$ cat src/rtl/rat_pkg.sv
// ---------------------------------------------------------------------------
// rat_pkg
// Shared definitions for the branch sequencer and its flag unit:
//   - state_e       : sequencer FSM state encoding
//   - PC_SEL_*      : PC_MUX_SEL source codes
//   - BRN_*         : COND_BRN_TYPE condition codes
//   - branchTaken() : conditional-branch evaluation against the flags
// ---------------------------------------------------------------------------
package rat_pkg;

  typedef enum logic [1:0] {
    ST_FETCH   = 2'b00,
    ST_EXEC    = 2'b01,
    ST_INTR    = 2'b10,
    ST_ILLEGAL = 2'b11
  } state_e;

  localparam logic [1:0] PC_SEL_IMM    = 2'b00;
  localparam logic [1:0] PC_SEL_STACK  = 2'b01;
  localparam logic [1:0] PC_SEL_INTVEC = 2'b10;

  localparam logic [1:0] BRN_CC = 2'b00;
  localparam logic [1:0] BRN_CS = 2'b01;
  localparam logic [1:0] BRN_EQ = 2'b10;
  localparam logic [1:0] BRN_NE = 2'b11;

  // Decide whether a conditional branch of the given type is taken
  function automatic logic branchTaken(input logic [1:0] brnType,
                                       input logic       cFlag,
                                       input logic       zFlag);
    logic taken;
    taken = 1'b0;
    case (brnType)
      BRN_CC:  taken = ~cFlag;
      BRN_CS:  taken = cFlag;
      BRN_EQ:  taken = zFlag;
      BRN_NE:  taken = ~zFlag;
      default: taken = 1'b0;
    endcase
    return taken;
  endfunction

endpackage

$ cat src/rtl/flag_unit.sv
// ---------------------------------------------------------------------------
// flag_unit
// Holds the C, Z and I flags plus the C/Z shadow copies that carry the
// flags across an interrupt.
// Ports:
//   i_clk, i_rst_n   : clock, asynchronous active-low reset
//   i_update         : an executed instruction retires on this edge
//   i_intrEntry      : the interrupt-entry cycle ends on this edge
//   i_reti           : instruction is RETI (restore flags, re-enable I)
//   i_cIn, i_zIn     : ALU carry / zero results
//   i_cLd, i_zLd     : load C / Z from the ALU
//   i_cSet, i_cClr   : set / clear C
//   i_sei, i_cli     : set / clear I
//   o_cFlag, o_zFlag, o_iFlag : registered flags
// ---------------------------------------------------------------------------
module flag_unit
  import rat_pkg::*;
(
  input  logic i_clk,
  input  logic i_rst_n,
  input  logic i_update,
  input  logic i_intrEntry,
  input  logic i_reti,
  input  logic i_cIn,
  input  logic i_zIn,
  input  logic i_cLd,
  input  logic i_zLd,
  input  logic i_cSet,
  input  logic i_cClr,
  input  logic i_sei,
  input  logic i_cli,
  output logic o_cFlag,
  output logic o_zFlag,
  output logic o_iFlag
);

  logic r_cFlag;
  logic r_zFlag;
  logic r_iFlag;
  logic r_shadowC;
  logic r_shadowZ;

  // Interrupt entry snapshots C/Z and masks further interrupts; otherwise a
  // retiring instruction updates each flag by its own priority chain, with
  // RETI restoring the snapshot ahead of any explicit flag operation.
  always_ff @(posedge i_clk or negedge i_rst_n) begin
    if (!i_rst_n) begin
      r_cFlag   <= 1'b0;
      r_zFlag   <= 1'b0;
      r_iFlag   <= 1'b0;
      r_shadowC <= 1'b0;
      r_shadowZ <= 1'b0;
    end else if (i_intrEntry) begin
      r_shadowC <= r_cFlag;
      r_shadowZ <= r_zFlag;
      r_iFlag   <= 1'b0;
    end else if (i_update) begin
      if (i_reti) begin
        r_cFlag <= r_shadowC;
      end else if (i_cClr) begin
        r_cFlag <= 1'b0;
      end else if (i_cSet) begin
        r_cFlag <= 1'b1;
      end else if (i_cLd) begin
        r_cFlag <= i_cIn;
      end

      if (i_reti) begin
        r_zFlag <= r_shadowZ;
      end else if (i_zLd) begin
        r_zFlag <= i_zIn;
      end

      if (i_reti) begin
        r_iFlag <= 1'b1;
      end else if (i_cli) begin
        r_iFlag <= 1'b0;
      end else if (i_sei) begin
        r_iFlag <= 1'b1;
      end
    end
  end

  assign o_cFlag = r_cFlag;
  assign o_zFlag = r_zFlag;
  assign o_iFlag = r_iFlag;

endmodule

$ cat src/rtl/branch_sequencer.sv
// ---------------------------------------------------------------------------
// branch_sequencer
// Fetch/execute/interrupt sequencer that drives the PC controls and owns the
// branch decision. Flags live in flag_unit.
// Parameter:
//   INT_VEC_SEL : PC_MUX_SEL code used to select the interrupt vector
// Ports:
//   CLK, RST_N            : clock, asynchronous active-low reset
//   INSTR_VALID           : decoded instruction present in EXEC
//   COND_BRN, COND_BRN_TYPE, JMP, CALL, RET, RETI : branch class
//   INT_REQ               : level interrupt request (held until INT_ACK)
//   C_IN, Z_IN, C_LD, Z_LD, C_SET, C_CLR, SEI, CLI : flag operations
//   C_FLAG, Z_FLAG, I_FLAG: registered flags
//   PC_INC, PC_LD, PC_MUX_SEL : PC controls
//   INT_ACK               : interrupt being taken this cycle
//   STATE                 : current FSM state
// ---------------------------------------------------------------------------
module branch_sequencer
  import rat_pkg::*;
#(
  parameter logic [1:0] INT_VEC_SEL = PC_SEL_INTVEC
) (
  input  logic       CLK,
  input  logic       RST_N,
  input  logic       INSTR_VALID,
  input  logic       COND_BRN,
  input  logic [1:0] COND_BRN_TYPE,
  input  logic       JMP,
  input  logic       CALL,
  input  logic       RET,
  input  logic       RETI,
  input  logic       INT_REQ,
  input  logic       C_IN,
  input  logic       Z_IN,
  input  logic       C_LD,
  input  logic       Z_LD,
  input  logic       C_SET,
  input  logic       C_CLR,
  input  logic       SEI,
  input  logic       CLI,
  output logic       C_FLAG,
  output logic       Z_FLAG,
  output logic       I_FLAG,
  output logic       PC_INC,
  output logic       PC_LD,
  output logic [1:0] PC_MUX_SEL,
  output logic       INT_ACK,
  output logic [1:0] STATE
);

  state_e r_state;
  state_e w_nextState;

  logic w_cFlag;
  logic w_zFlag;
  logic w_iFlag;
  logic w_execValid;
  logic w_intrEntry;
  logic w_condTaken;

  assign w_execValid = (r_state == ST_EXEC) && INSTR_VALID;
  assign w_intrEntry = (r_state == ST_INTR);

  // Uses the flags as they stand before this cycle's update
  assign w_condTaken = branchTaken(COND_BRN_TYPE, w_cFlag, w_zFlag);

  flag_unit u_flagUnit (
    .i_clk       (CLK),
    .i_rst_n     (RST_N),
    .i_update    (w_execValid),
    .i_intrEntry (w_intrEntry),
    .i_reti      (RETI),
    .i_cIn       (C_IN),
    .i_zIn       (Z_IN),
    .i_cLd       (C_LD),
    .i_zLd       (Z_LD),
    .i_cSet      (C_SET),
    .i_cClr      (C_CLR),
    .i_sei       (SEI),
    .i_cli       (CLI),
    .o_cFlag     (w_cFlag),
    .o_zFlag     (w_zFlag),
    .o_iFlag     (w_iFlag)
  );

  // State register
  always_ff @(posedge CLK or negedge RST_N) begin
    if (!RST_N) begin
      r_state <= ST_FETCH;
    end else begin
      r_state <= w_nextState;
    end
  end

  // Next-state logic. The interrupt test uses the pre-update I flag, so a
  // SEI in the same instruction cannot admit a pending request.
  always_comb begin
    w_nextState = ST_FETCH;
    case (r_state)
      ST_FETCH: w_nextState = ST_EXEC;
      ST_EXEC: begin
        if (!INSTR_VALID) begin
          w_nextState = ST_EXEC;
        end else if (INT_REQ && w_iFlag) begin
          w_nextState = ST_INTR;
        end else begin
          w_nextState = ST_FETCH;
        end
      end
      ST_INTR:    w_nextState = ST_FETCH;
      ST_ILLEGAL: w_nextState = ST_FETCH;
      default:    w_nextState = ST_FETCH;
    endcase
  end

  // Output logic. Commands are qualified by RST_N so nothing is issued
  // while reset is held, even though the state already reads FETCH.
  always_comb begin
    PC_INC     = 1'b0;
    PC_LD      = 1'b0;
    PC_MUX_SEL = PC_SEL_IMM;
    INT_ACK    = 1'b0;
    if (RST_N) begin
      case (r_state)
        ST_FETCH: PC_INC = 1'b1;
        ST_EXEC: begin
          if (INSTR_VALID) begin
            if (RET || RETI) begin
              PC_LD      = 1'b1;
              PC_MUX_SEL = PC_SEL_STACK;
            end else if (JMP || CALL) begin
              PC_LD      = 1'b1;
              PC_MUX_SEL = PC_SEL_IMM;
            end else if (COND_BRN && w_condTaken) begin
              PC_LD      = 1'b1;
              PC_MUX_SEL = PC_SEL_IMM;
            end
          end
        end
        ST_INTR: begin
          PC_LD      = 1'b1;
          PC_MUX_SEL = INT_VEC_SEL;
          INT_ACK    = 1'b1;
        end
        default: begin
          PC_INC = 1'b0;
        end
      endcase
    end
  end

  assign C_FLAG = w_cFlag;
  assign Z_FLAG = w_zFlag;
  assign I_FLAG = w_iFlag;
  assign STATE  = r_state;

endmodule

$ cat config.mk
export PLATFORM = sky130hd
export DESIGN_NAME = branch_sequencer
export DESIGN_NICKNAME = d
export VERILOG_FILES = /design/src/rtl/rat_pkg.sv /design/src/rtl/flag_unit.sv /design/src/rtl/branch_sequencer.sv
export SDC_FILE = /design/constraint.sdc
export NUM_CORES = 1
export LEC_CHECK = 0
export CAP_MARGIN = 20
export CORE_MARGIN = 5
export CORE_UTILIZATION = 31
export CTS_CLUSTER_SIZE = 14
export DETAILED_ROUTE_END_ITERATION = 16
export PLACE_DENSITY = 0.73
export SETUP_SLACK_MARGIN = 0.3
export SYNTH_ARGS = -nofsm -noshare
export SYNTH_HDL_FRONTEND = slang
export SYNTH_SLANG_ARGS = --single-unit
$ cat constraint.sdc
create_clock -name CLK -period 1.5 [get_ports CLK]
set_input_delay 0.45 -clock CLK [delete_from_list [all_inputs] [get_ports CLK]]
set_output_delay 0.45 -clock CLK [all_outputs]
set_load 0.005 [all_outputs]
Yosys cells after proc, flatten, opt, wreduce, memory -nomap -nowiden
Cells that the tools add are included.
- equal/unequal tests: 6
- mux-type cells: 29
- bitwise operators: 3
- reductions and logical operators: 15
- operators with widths (cell ; number):
    two-way mux 1 bit ; 22
    equality test 2 bit (second input constant) ; 4
    nonzero test 4 bit ; 2
    two-way mux 2 bit ; 3
    case mux 2 bit (3 select lines) ; 1
    AND reduction 3 bit ; 2
    equality test 2 x 1 -> 1 bit (second input constant) ; 2
    zero test 2 bit ; 2
    case mux 1 bit (4 select lines) ; 1
    case mux 2 bit (2 select lines) ; 1
    nonzero test 2 bit ; 2
    logical AND 1 bit ; 3
    inverter 1 bit ; 3
    logical OR 1 bit ; 2
    case mux 1 bit (2 select lines) ; 1
    AND reduction 2 bit ; 1
    OR reduction 2 bit ; 1
- register bits after elaboration: 7
- input port bits: 19
- output and inout port bits: 10
- logic and storage cells: 59

Depth between registers and ports, before layout
- depth after elaboration: 9
- mapped depth: 6
- mapped depth without buffers: 6

Hierarchy
A second synthesis with hierarchy kept.
- cells, all modules: 48
- area total of the unflattened synthesis: 475.5 µm²
- modules (own cells, without submodules) (module ; instances ; cells each ; area each (µm²) ; seq. area each (µm²)):
    flag_unit ; 1 ; 23 ; 255.2 ; 125.1
    branch_sequencer ; 1 ; 25 ; 220.2 ; 50.0

Worst setup path after synthesis
No wires, ideal clock.
- path type: register -> output
- start: register r_state[0] (netlist: STATE[0])
- end: output PC_LD
- arrival: 1133 ps
- required time: 1050 ps
- slack: -83 ps
- cell stages (with the launch flop): 5
- buffers on the path: 0
- path through: dfrtp_1 inv_1 ha_1 nand4_1 o31ai_1
- word-level cells in the longest chain between the ends: 3
- elaborated cells on any way between the ends: 4
- those cells by class: eq/ne: 2; mux: 2
- RTL lines (element ; RTL line ; text):
    from (decl) ; branch_sequencer.sv:51 ; state_e r_state;
    from (signal assigned) ; branch_sequencer.sv:91 ; r_state <= w_nextState;
    equality test 2 bit or equality test 2 x 1 -> 1 bit (tied branches) ; branch_sequencer.sv:124 ; case (r_state)
    case mux 1 bit (2 select lines) * ; branch_sequencer.sv:124 ;
    two-way mux 1 bit * ; branch_sequencer.sv:123 ; if (RST_N) begin
    to (decl) ; branch_sequencer.sv:45 ; output logic PC_LD,
Mark *: on every way between the ends. The rest lies on a longest branch, timed or not.

Worst setup path in the final report
- start: register r_state[1] (netlist: STATE[1])
- end: output PC_LD
The elaborated chain is that of the path after synthesis.

==> results.json <==
{
  "tns_ns": -2.40,
  "synthTopCellsByArea": "dfrtp_1, ha_1, a31oi_1",
  "synth.yosys.seq_area_share_pct": 38.6,
  "via_count": 637,
  "dp_hpwl_mm": 1.24,
  "yosysMostFrequentCell": "nor2_1",
  "hold_class": "in2async",
  "drtIter0Drc": 17,
  "yosys-top-cells-count": "nor2_1, dfrtp_1, a31oi_1, inv_1",
  "p_clk_share_pct": 10.3,
  "wl_per_cell_um": 18.1,
  "root_buffer": "clkbuf_4",
  "drt_first_pass_iters": 4,
  "power.leakage_nw": 0.519,
  "p_per_area_nw_per_um2": 1480,
  "synth_top_area_cell": "dfrtp_1",
  "numCtsBuffers": 3,
  "setup-violations-final": 9,
  "pwr-share-comb_pct": 69.9,
  "cp.arrival_ns": 1.63,
  "setup.worst_path.end_class": "primary output",
  "drv_slew": 0,
  "drv_cap": 0,
  "overflow": 0,
  "ant_nets": 0,
  "sw_frac_of_total_pct": 36.2,
  "synthArstFlopShare_pct": 100,
  "synth-edff-count": 0,
  "start_kind": "flip-flop",
  "whs_ns": 0.306,
  "ys_dominant_reg_cell": "dfrtp_1",
  "skew_ns": 0.00574,
  "synth_seq_cells": 7,
  "rsz0062_at_grt": "yes",
  "ios": 29,
  "syn_area_um2": 454,
  "grt_max_degree": 7,
  "ys_warn_count": 0,
  "dpl_worst_slack_ns": -0.917,
  "crit_type": "reg2out",
  "rows": 13,
  "dieArea_um2": 2330,
  "peakVddDrop_mv": 1.12,
  "cts_tree": "built",
  "clk_pin_slew_worst_paths_ns": 0.06,
  "ctsHoldBuffers": 0,
  "die_w_um": 48.3,
  "synthCells": 51,
  "finalHoldViolations": 0,
  "synth_top_area_share_pct": 38.6,
  "cts_buffer_depth": 2,
  "p_int_mw": 1.05,
  "setup_ws_ns": -0.578,
  "crit_required_ns": 1.05,
  "synth_nets": 74,
  "port_buffers": 28,
  "drc": 0,
  "drive_gt1_share_pct": 55.5,
  "seqPwrFrac_pct": 19.8,
  "synth.avg_cell_area_um2": 8.91,
  "maxSlewHeadroom_pct": 83.6,
  "finalPower_mw": 1.65,
  "violations": "setup timing",
  "nFillCells": 78,
  "nets": 134,
  "final_util_pct": 82.9,
  "switchingPower_mw": 0.598,
  "n_antenna_cell": 0,
  "max_freq_mhz": 481,
  "gp_congestion": 0.722,
  "grt_pass1_wl_mm": 2.66,
  "drt-vias-per-instance": 5.10,
  "fin_crit_sh_pct": 139,
  "die_y_um": 48.3,
  "syn2layout_area_growth_pct": 146,
  "fp.coreArea_um2": 1350,
  "htreeDepth": 1,
  "wl_mm": 2.27,
  "post-route-min-period_ns": 2.08,
  "yosysUniqueCellTypes": 19,
  "initial_core_util_pct": 33.6,
  "clock_latency_ns": 0.25,
  "critPathMaxFanout": 3,
  "antenna_found_initial": 0,
  "grt_pass1_vias": 609,
  "tightest_slew_ns": 0.244,
  "grtUsageTotal_pct": 17.4,
  "clock-sinks": 7,
  "status": "finished, violations left"
}
==> power by group through the flow <==
stage | combinational (mW) | clock (mW) | sequential, mW
after floorplan | 0.286 | 0 | 0.340
after global placement | 0.714 | 0 | 0.321
after CTS | 0.947 | 0.176 | 0.318
final | 1.16 | 0.171 | 0.326
after detailed placement | 0.747 | 0 | 0.323
after global routing | 1.22 | 0.193 | 0.333
==> kinds of logic after synthesis <==
family	count (synthesis)	share of synthesized area, %
flops	7	38.6
simple gates	17	18.2
xor+xnor	1	1.93
buf+inv	6	5.79
mux	3	7.16
fa+ha+maj	4	11.0
compound gates	13	17.4
==> critical path, cell delays in order (launching register included) <==
cell     delay, ns
dfrtp_1       0.39
inv_2         0.09
ha_4          0.27
nand4_1       0.12
buf_4         0.18
o31ai_2       0.19
buf_2         0.14
==> placed cells by master (no fill, tap or decap), types with 2 or more instances in the layout <==
cell	count
dfrtp_1	7
inv_1	3
dlygate4sd2_1	4
a21oi_1	2
and2_4	2
clkbuf_4	3
buf_4	16
buf_6	17
mux2_2	2
a31oi_1	3
a21oi_2	2
buf_2	4
inv_2	2
ha_4	4
nor3_2	2
nor2_1	7
clkdlybuf4s50_1	13
==> stage by stage <==
stage                     std cells  area, µm²
after CTS                       119       1020
after global routing            125       1120
after floorplan                  51        478
after global placement          106        867
final                           125       1120
after detailed placement        106        867
==> repair_timing <==
action / CTS / global route
setup endpoints to repair: 16 / 17
endpoints found under the hold margin: 0 / 0
resized for setup: 69 / 9
buffers inserted: 9 / 6
pin swaps: 11 / 6
==> per-layer routing <==
layer  GRT usage (%)  vias up  routed length (µm)
met5               0        -                   0
met4            9.68        0                  36
met3            4.06        4                 178
met2            31.5       28                1140
met1            18.2      306                 907
li1                -      299                   -
==> sequential cells by signal, indices dropped and copies added, names as in the netlist <==
signal and cells:
STATE 2, u_flagUnit.o_cFlag 1, u_flagUnit.o_iFlag 1, u_flagUnit.o_zFlag 1, u_flagUnit.r_shadowC 1, u_flagUnit.r_shadowZ 1
==> final timing paths <==
kind | slack, ns | depth (start not counted) | start | endpoint
max | -0.58 | 6 | STATE[1]$_DFF_PN0_ | PC_LD
min | 0.31 | 3 | RST_N | STATE[0]$_DFF_PN0_
max reg2reg | -0.21 | 9 | STATE[0]$_DFF_PN0_ | u_flagUnit.r_shadowZ$_DFFE_PN0P_
min reg2reg | 0.51 | 1 | u_flagUnit.r_shadowZ$_DFFE_PN0P_ | u_flagUnit.r_shadowZ$_DFFE_PN0P_
max in group asynchronous | 1.04 | 3 | RST_N | u_flagUnit.r_shadowC$_DFFE_PN0P_
min in group CLK | 0.51 | 1 | u_flagUnit.r_shadowZ$_DFFE_PN0P_ | u_flagUnit.r_shadowZ$_DFFE_PN0P_
==> final cells by class <==
| type | count | area (µm²) | area share, % |
|---|---|---|---|
| Clock buffer | 4 | 26.3 | 2.35 |
| Inverter | 5 | 18.8 | 1.68 |
| Multi-Input combinational cell | 38 | 362 | 32.3 |
| Sequential cell | 7 | 175 | 15.7 |
| Tap cell | 15 | 18.8 | 1.68 |
| Timing Repair Buffer | 56 | 518 | 46.3 |
Power figures use the tool's default switching activity.
